==> src/rtl/halt_ctrl.sv <==
// End-of-run sequencer for the single-issue NPC core: detects ebreak, illegal
// instructions and commit hangs, stalls the core, drains, then latches a sticky halt.
module halt_ctrl #(
    parameter int DRAIN_CYCLES = 2,
    parameter int WDOG_CYCLES  = 1048576,
    parameter int CNT_W        = 64
) (
    input  logic             clk,
    input  logic             rst,
    input  logic             commit_valid,
    input  logic [31:0]      commit_inst,
    input  logic [31:0]      commit_pc,
    input  logic [31:0]      gpr10,
    input  logic             inv_inst,
    output logic             core_stall,
    output logic             halted,
    output logic [1:0]       halt_cause,
    output logic [31:0]      exit_code,
    output logic [31:0]      halt_pc,
    output logic             good_trap,
    output logic [CNT_W-1:0] cycle_cnt,
    output logic [CNT_W-1:0] instret_cnt
);

    localparam int WW = $clog2(WDOG_CYCLES);
    localparam int DW = (DRAIN_CYCLES > 1) ? $clog2(DRAIN_CYCLES) : 1;
    localparam logic [WW-1:0] WDOG_LAST  = WW'(WDOG_CYCLES - 1);
    localparam logic [DW-1:0] DRAIN_LAST = DW'((DRAIN_CYCLES > 0) ? DRAIN_CYCLES - 1 : 0);
    localparam logic [31:0]   EBREAK     = 32'h0010_0073;

    localparam logic [1:0] CAUSE_NONE    = 2'd0;
    localparam logic [1:0] CAUSE_EBREAK  = 2'd1;
    localparam logic [1:0] CAUSE_ILLEGAL = 2'd2;
    localparam logic [1:0] CAUSE_WDOG    = 2'd3;

    typedef enum logic [1:0] {
        S_RUN   = 2'd0,
        S_DRAIN = 2'd1,
        S_HALT  = 2'd2
    } state_t;

    state_t           state_q, state_d;
    logic             halted_q, halted_d;
    logic [1:0]       cause_q, cause_d;
    logic [31:0]      exit_q, exit_d;
    logic [31:0]      hpc_q, hpc_d;
    logic [31:0]      last_pc_q, last_pc_d;
    logic [WW-1:0]    wdog_q, wdog_d;
    logic [DW-1:0]    drain_q, drain_d;
    logic [CNT_W-1:0] cycle_q, cycle_d;
    logic [CNT_W-1:0] instret_q, instret_d;

    logic trig_ill, trig_ebr, trig_wdg, trigger;

    always_comb begin
        trig_ill = (state_q == S_RUN) && commit_valid && inv_inst;
        trig_ebr = (state_q == S_RUN) && commit_valid && !inv_inst && (commit_inst == EBREAK);
        // A commit landing on the threshold cycle cancels the watchdog.
        trig_wdg = (state_q == S_RUN) && !commit_valid && (wdog_q == WDOG_LAST);
        trigger  = trig_ill || trig_ebr || trig_wdg;
    end

    always_comb begin
        state_d   = state_q;
        halted_d  = halted_q;
        cause_d   = cause_q;
        exit_d    = exit_q;
        hpc_d     = hpc_q;
        last_pc_d = last_pc_q;
        wdog_d    = wdog_q;
        drain_d   = drain_q;
        cycle_d   = cycle_q;
        instret_d = instret_q;

        case (state_q)
            S_RUN: begin
                cycle_d = cycle_q + CNT_W'(1);
                if (commit_valid) begin
                    instret_d = instret_q + CNT_W'(1);
                    last_pc_d = commit_pc;
                    wdog_d    = '0;
                end else if (wdog_q != WDOG_LAST) begin
                    wdog_d = wdog_q + WW'(1);
                end

                if (trigger) begin
                    if (trig_ill) begin
                        cause_d = CAUSE_ILLEGAL;
                        exit_d  = commit_inst;
                        hpc_d   = commit_pc;
                    end else if (trig_ebr) begin
                        cause_d = CAUSE_EBREAK;
                        exit_d  = gpr10;
                        hpc_d   = commit_pc;
                    end else begin
                        cause_d = CAUSE_WDOG;
                        exit_d  = 32'hFFFF_FFFF;
                        hpc_d   = last_pc_q;
                    end
                    drain_d = '0;
                    if (DRAIN_CYCLES == 0) begin
                        state_d  = S_HALT;
                        halted_d = 1'b1;
                    end else begin
                        state_d = S_DRAIN;
                    end
                end
            end
            S_DRAIN: begin
                cycle_d = cycle_q + CNT_W'(1);
                if (drain_q == DRAIN_LAST) begin
                    state_d  = S_HALT;
                    halted_d = 1'b1;
                end else begin
                    drain_d = drain_q + DW'(1);
                end
            end
            default: begin
                // HALT holds everything until reset.
            end
        endcase
    end

    always_ff @(posedge clk or posedge rst) begin
        if (rst) begin
            state_q   <= S_RUN;
            halted_q  <= 1'b0;
            cause_q   <= CAUSE_NONE;
            exit_q    <= '0;
            hpc_q     <= '0;
            last_pc_q <= '0;
            wdog_q    <= '0;
            drain_q   <= '0;
            cycle_q   <= '0;
            instret_q <= '0;
        end else begin
            state_q   <= state_d;
            halted_q  <= halted_d;
            cause_q   <= cause_d;
            exit_q    <= exit_d;
            hpc_q     <= hpc_d;
            last_pc_q <= last_pc_d;
            wdog_q    <= wdog_d;
            drain_q   <= drain_d;
            cycle_q   <= cycle_d;
            instret_q <= instret_d;
        end
    end

    assign core_stall  = (state_q != S_RUN) || trigger;
    assign halted      = halted_q;
    assign halt_cause  = cause_q;
    assign exit_code   = exit_q;
    assign halt_pc     = hpc_q;
    assign good_trap   = halted_q && (cause_q == CAUSE_EBREAK) && (exit_q == 32'd0);
    assign cycle_cnt   = cycle_q;
    assign instret_cnt = instret_q;

endmodule

==> config.mk <==
export PLATFORM = sky130hd
export DESIGN_NAME = halt_ctrl
export DESIGN_NICKNAME = d
export VERILOG_FILES = /design/src/rtl/halt_ctrl.sv
export SDC_FILE = /design/constraint.sdc
export NUM_CORES = 1
export LEC_CHECK = 0
export BUFFER_PORTS_ARGS = -buffer_cell sky130_fd_sc_hd__buf_2
export CORE_ASPECT_RATIO = 1.1
export CORE_MARGIN = 10
export CORE_UTILIZATION = 53
export DETAILED_ROUTE_END_ITERATION = 12
export PLACE_DENSITY = 0.82
export SKIP_LAST_GASP = 1
export SLEW_MARGIN = 40
export SYNTH_ARGS = -nofsm -noshare
export SYNTH_HDL_FRONTEND = slang
export SYNTH_SLANG_ARGS = --single-unit
==> constraint.sdc <==
create_clock -name clk -period 9.2 [get_ports clk]
set_input_delay 1.38 -clock clk [delete_from_list [all_inputs] [get_ports clk]]
set_output_delay 1.38 -clock clk [all_outputs]
set_load 0.01 [all_outputs]
# --- After elaboration in Yosys (flattened, before gate mapping) ---
# Index checks and enable logic that the tools add are counted.
word_totals:
  in_bits: 100
  reg_bits: 250
  word_cells: 60
  output_inout_bits: 197
op_classes:
  n_reduce_logical: 25
  addsub: 4
  n_eq_ne: 7
  mux: 14
ops:
  columns: ["cell", "count"]
  rows:
  - ["$add A64 B1 Y64 const B", 2]
  - ["$mux W32", 4]
  - ["$mux W20", 2]
  - ["$eq A32 B21 Y1 const B", 1]
  - ["$logic_not A32 Y1", 1]
  - ["$add A20 B1 Y20 const B", 1]
  - ["$eq A20 B20 Y1 const B", 1]
  - ["$ne A20 B20 Y1 const B", 1]
  - ["$reduce_and A2 Y1", 5]
  - ["$logic_and A1 B1 Y1", 8]
  - ["$mux W2", 4]
  - ["$reduce_bool A2 Y1", 3]
  - ["$eq A2 B1 Y1 const B", 2]
  - ["$ne A2 B2 Y1 const B", 2]
  - ["$pmux W2 S2", 1]
  - ["$logic_or A1 B1 Y1", 3]
  - ["$reduce_and A3 Y1", 1]
  - ["$logic_not A1 Y1", 2]
  - ["$logic_not A2 Y1", 1]
  - ["$mux W1", 2]
  - ["$pmux W1 S2", 1]
  - ["$reduce_or A2 Y1", 1]
  - ["$add A1 B1 Y1 const B", 1]

# --- Logic depth before layout (Yosys ltp) ---
logic_depth:
  ltp_word: 8
  depth_mapped: 8
  depth_no_buf: 7

# --- Least setup slack after synthesis ---
# Ideal clock, no wire load.
synth_timing:
  path_kind: "input-to-output"
  startpoint: "input port commit_inst[21]"
  endpoint: "output port core_stall"
  stages: 7
  slack_ps: 4873
  n_path_buf: 2
  t_required_ps: 7820
  arrival_time_ps: 2947
  path_cell_list: "nor4b_1 > nand4_1 > nor3_1 > nor2_1 > clkbuf_1 > buf_1 > nand2_1"
synth_via:
  elab_chain_len: 5
synth_lines:
  columns: ["element", "line", "source"]
  rows:
  - ["start: declaration", "11", "input logic [31:0] commit_inst,"]
  - ["$eq A32 B21 Y1", "57", "trig_ebr = (state_q == S_RUN) && commit_valid && !inv_inst && (commit_inst == EBREAK);"]
  - ["$logic_and A1 B1 Y1", "57", null]
  - ["$logic_or A1 B1 Y1 (2 in a row)", "60", "trigger = trig_ill || trig_ebr || trig_wdg;"]
  - ["$logic_or A1 B1 Y1", "150", "assign core_stall = (state_q != S_RUN) || trigger;"]
  - ["end: declaration", "15", "output logic core_stall,"]
# No other way between the ends.

# --- Worst setup path after layout ---
layout_timing:
  startpoint: "input port commit_valid"
  endpoint: "output port core_stall"
layout_via:
  elab_chain_len: 6
layout_lines:
  columns: ["element", "line", "source"]
  rows:
  - ["start: declaration", "10", "input logic commit_valid,"]
  - ["$logic_and A1 B1 Y1", "56, 57", null]
  - ["$logic_and A1 B1 Y1 (2 in a row)", "57", null]
  - ["$logic_or A1 B1 Y1", "60", null]
  - ["$logic_or A1 B1 Y1 *", "60", null]
  - ["$logic_or A1 B1 Y1 *", "150", null]
# Mark *: on every way between the ends. The rest lies on a longest branch, timed or not.

==> impl_metrics.ini <==
[status]
status = finished, final reports clean

[synthesis]
ys_seq_area_frac = 0.5533
ys_ff_latch = 250
synth-edff-count = 0
async_flop_share = 1.000
synth_fp_nets = 1156
syn_inst = 1053
synth_warnings = 0
ys.flop_type = dfrtp_1
syn_area_um2 = 11310
avgSynthCellArea_um2 = 10.74
synth_cell_types = 48

[routing]
final_antenna_net_count = 0
wl_per_cell_um = 17.72
routed_wirelength_um = 29170
drc = 0
num_vias = 9035
dr.pass1.iters = 4
post_drt_via_cell_ratio = 5.489
dr.first_iter.drc_count = 485

[layout]
drive_above_1_share = 0.2932
area_growth_pct = 23.33
multiInputGateArea_um2 = 4830
layout.area.seq_um2 = 6256
nNetsFinal = 1445
n_antenna_cell = 0
post-route-util = 0.6709
n_fill_cell = 1573

[worst_hold_path]
min_from = cycle_cnt[63]
hp-class = reg -> reg

[clock_network]
clk-insertion-delay-late_ns = 0.54
htree_levels = 1
clkSinkCount = 250
clock_path_buffers = 3
clk_pin_slew_ns = 0.06
cts_tree = built
cts_resized = 0
cts_made_buffers = 26
ctsHoldBuffers = 0
post-cts-setup-buffer-count = 0
cts_root_buf = clkbuf_16

[sta]
min_period_ns = 5.262
setup_tns_ns = 0
clock-skew-final_ns = 0.02980
finalHoldViolCount = 0
tightest_slew_ns = 0.6968
rsz0062_at_grt = no
finalCritPeriodShare = 0.5719
finalMaxSlewViolations = 0
finalWorstSetupSlack_ns = 3.938
max_freq_mhz = 190.0
setup_violations = 0
slew_headroom = 0.5355

[grt]
grt_max_degree = 115
grt_pass1_wl_um = 48100
grt_pass1_vias = 9188
grt_overflow = 0
antenna_found_initial = 1
track_usage = 0.2054

[setup_path]
required_ns = 7.82
rrSetupSlack_ns = 5.66
rr_startpoint = state_q[1]
start_kind = input pin
cp.arrival_ns = 3.88
crit_fanout = 68
setup.worst_path.start = commit_valid
endpoint_kind = primary output
critical_path_class = in -> out

[floorplanning]
dieArea_um2 = 27580
fp.dieW_um = 159.3
die_h_um = 173.2
rows = 55
start_util = 0.5440
coreArea_um2 = 20780
io_pins = 297

[placement]
dp_worst_setup_slack_ns = 3.914
io_buffers = 296
place_congestion = 0.8523
dpl.hpwl_um = 21350

[power]
irDropWorstVdd_mv = 0.1677
leakagePower_nw = 6.780
power.total_mw = 3.028
p_per_area_nw_per_um2 = 217.2

[job]
cap_violations = 0
==> registers in the layout, indices dropped and copies added (netlist names) <==
name         cells
exit_code       32
halted           1
drain_q          1
wdog_q          20
halt_cause       2
last_pc_q       32
state_q          2
instret_cnt     64
cycle_cnt       64
halt_pc         32
==> final timing paths <==
check                      depth (start not counted)         endpoint
max                                                9       core_stall
min in group asynchronous                          2    cycle_cnt[61]
max reg2reg                                        7  instret_cnt[63]
min reg2reg                                        1    cycle_cnt[63]
max in group asynchronous                          3    exit_code[10]
min                                                1    cycle_cnt[63]
==> where the power goes <==
| part | switching [mW] | internal (mW) |
|---|---|---|
| combinational | 0.256 | 0.253 |
| clock | 0.424 | 0.641 |
| sequential | 0.156 | 1.30 |
| total | 0.835 | 2.19 |
==> cell type report <==
type	count	share of cell area
Tap cell	285	0.02557
Multi-Input combinational cell	745	0.3464
Clock inverter	8	0.007717
Timing Repair Buffer	302	0.1103
Inverter	17	0.005474
Clock buffer	39	0.05590
Sequential cell	250	0.4487
==> critical path: stages <==
cell	delay (ns)
buf_2	0.15
nor3b_2	0.53
buf_4	0.61
nand4_1	0.22
nor3_2	0.31
nor2_4	0.04
buf_4	0.33
nand2_1	0.14
buf_2	0.14
==> synthesized netlist by cell type (3+ instances only) <==
master | n | area [um^2]
dfrtp_1 | 250 | 6256
xor2_1 | 54 | 473.0
clkbuf_1 | 29 | 108.9
and2_1 | 6 | 37.54
o31ai_1 | 32 | 240.2
nand2_1 | 89 | 334.1
buf_1 | 5 | 18.77
nor2_1 | 124 | 465.5
inv_1 | 17 | 63.81
nor4_1 | 17 | 106.4
nor3_1 | 58 | 290.3
mux2_2 | 35 | 394.1
ha_1 | 3 | 37.54
or3_1 | 6 | 37.54
a21oi_1 | 36 | 180.2
and4_1 | 13 | 113.9
nand3_1 | 50 | 250.2
xnor2_1 | 86 | 753.2
and3_1 | 19 | 118.9
or2_2 | 4 | 25.02
buf_6 | 3 | 33.78
or4_1 | 4 | 30.03
nand4_1 | 44 | 275.3
o21ai_0 | 5 | 25.02
mux2i_1 | 32 | 320.3
==> logic make-up (layout without fill, tap and decap cells) <==
family,after synthesis,in the layout,share of synthesized area
multiplexers,67,67,0.06319
XOR/XNOR,140,140,0.1085
AND/OR/NAND/NOR,457,457,0.2065
adder cells (fa/ha/maj),3,3,0.003320
AO/OA/AOI/OAI,78,78,0.04305
flip-flops,250,250,0.5533
buffers and inverters,58,366,0.02213
==> through the flow <==
step	std cells	hold WS [ns]	instance area, um^2
CTS	1646	0.4644	13930
floorplan	1053	0.4684	11310
global route	1646	0.4750	13940
detailed placement	1599	0.4525	13050
global placement	1599	0.4545	13040
finish	1646	0.4564	13940
==> per-layer routing <==
metal  routed length, um  vias to the layer above  track usage
met5                  13                        -            0
met4                 512                        2      0.05255
met3                2315                       47      0.05772
met2               14330                      344       0.3445
met1               12000                     4378       0.2560
li1                    -                     4264            -
==> cell usage in the layout (no fill, tap or decap), types with 4 or more instances in the layout <==
cell type  netlist  final
a21oi_1         36     36
and2_1           6      5
and3_1          19     19
and4_1          13     13
buf_2            2    296
clkbuf_1        29      5
clkbuf_16        0     26
clkbuf_8         0      8
dfrtp_1        250    250
inv_1           17     16
mux2_2          35     35
mux2i_1         32     32
nand2_1         89     89
nand3_1         50     50
nand4_1         44     44
nor2_1         124    123
nor3_1          58     57
nor4_1          17     17
o21ai_0          5      5
o31ai_1         32     32
or2_2            4      4
or3_1            6      5
or4_1            4      4
xnor2_1         86     86
xor2_1          54     54
Power figures use the tool's default switching activity.
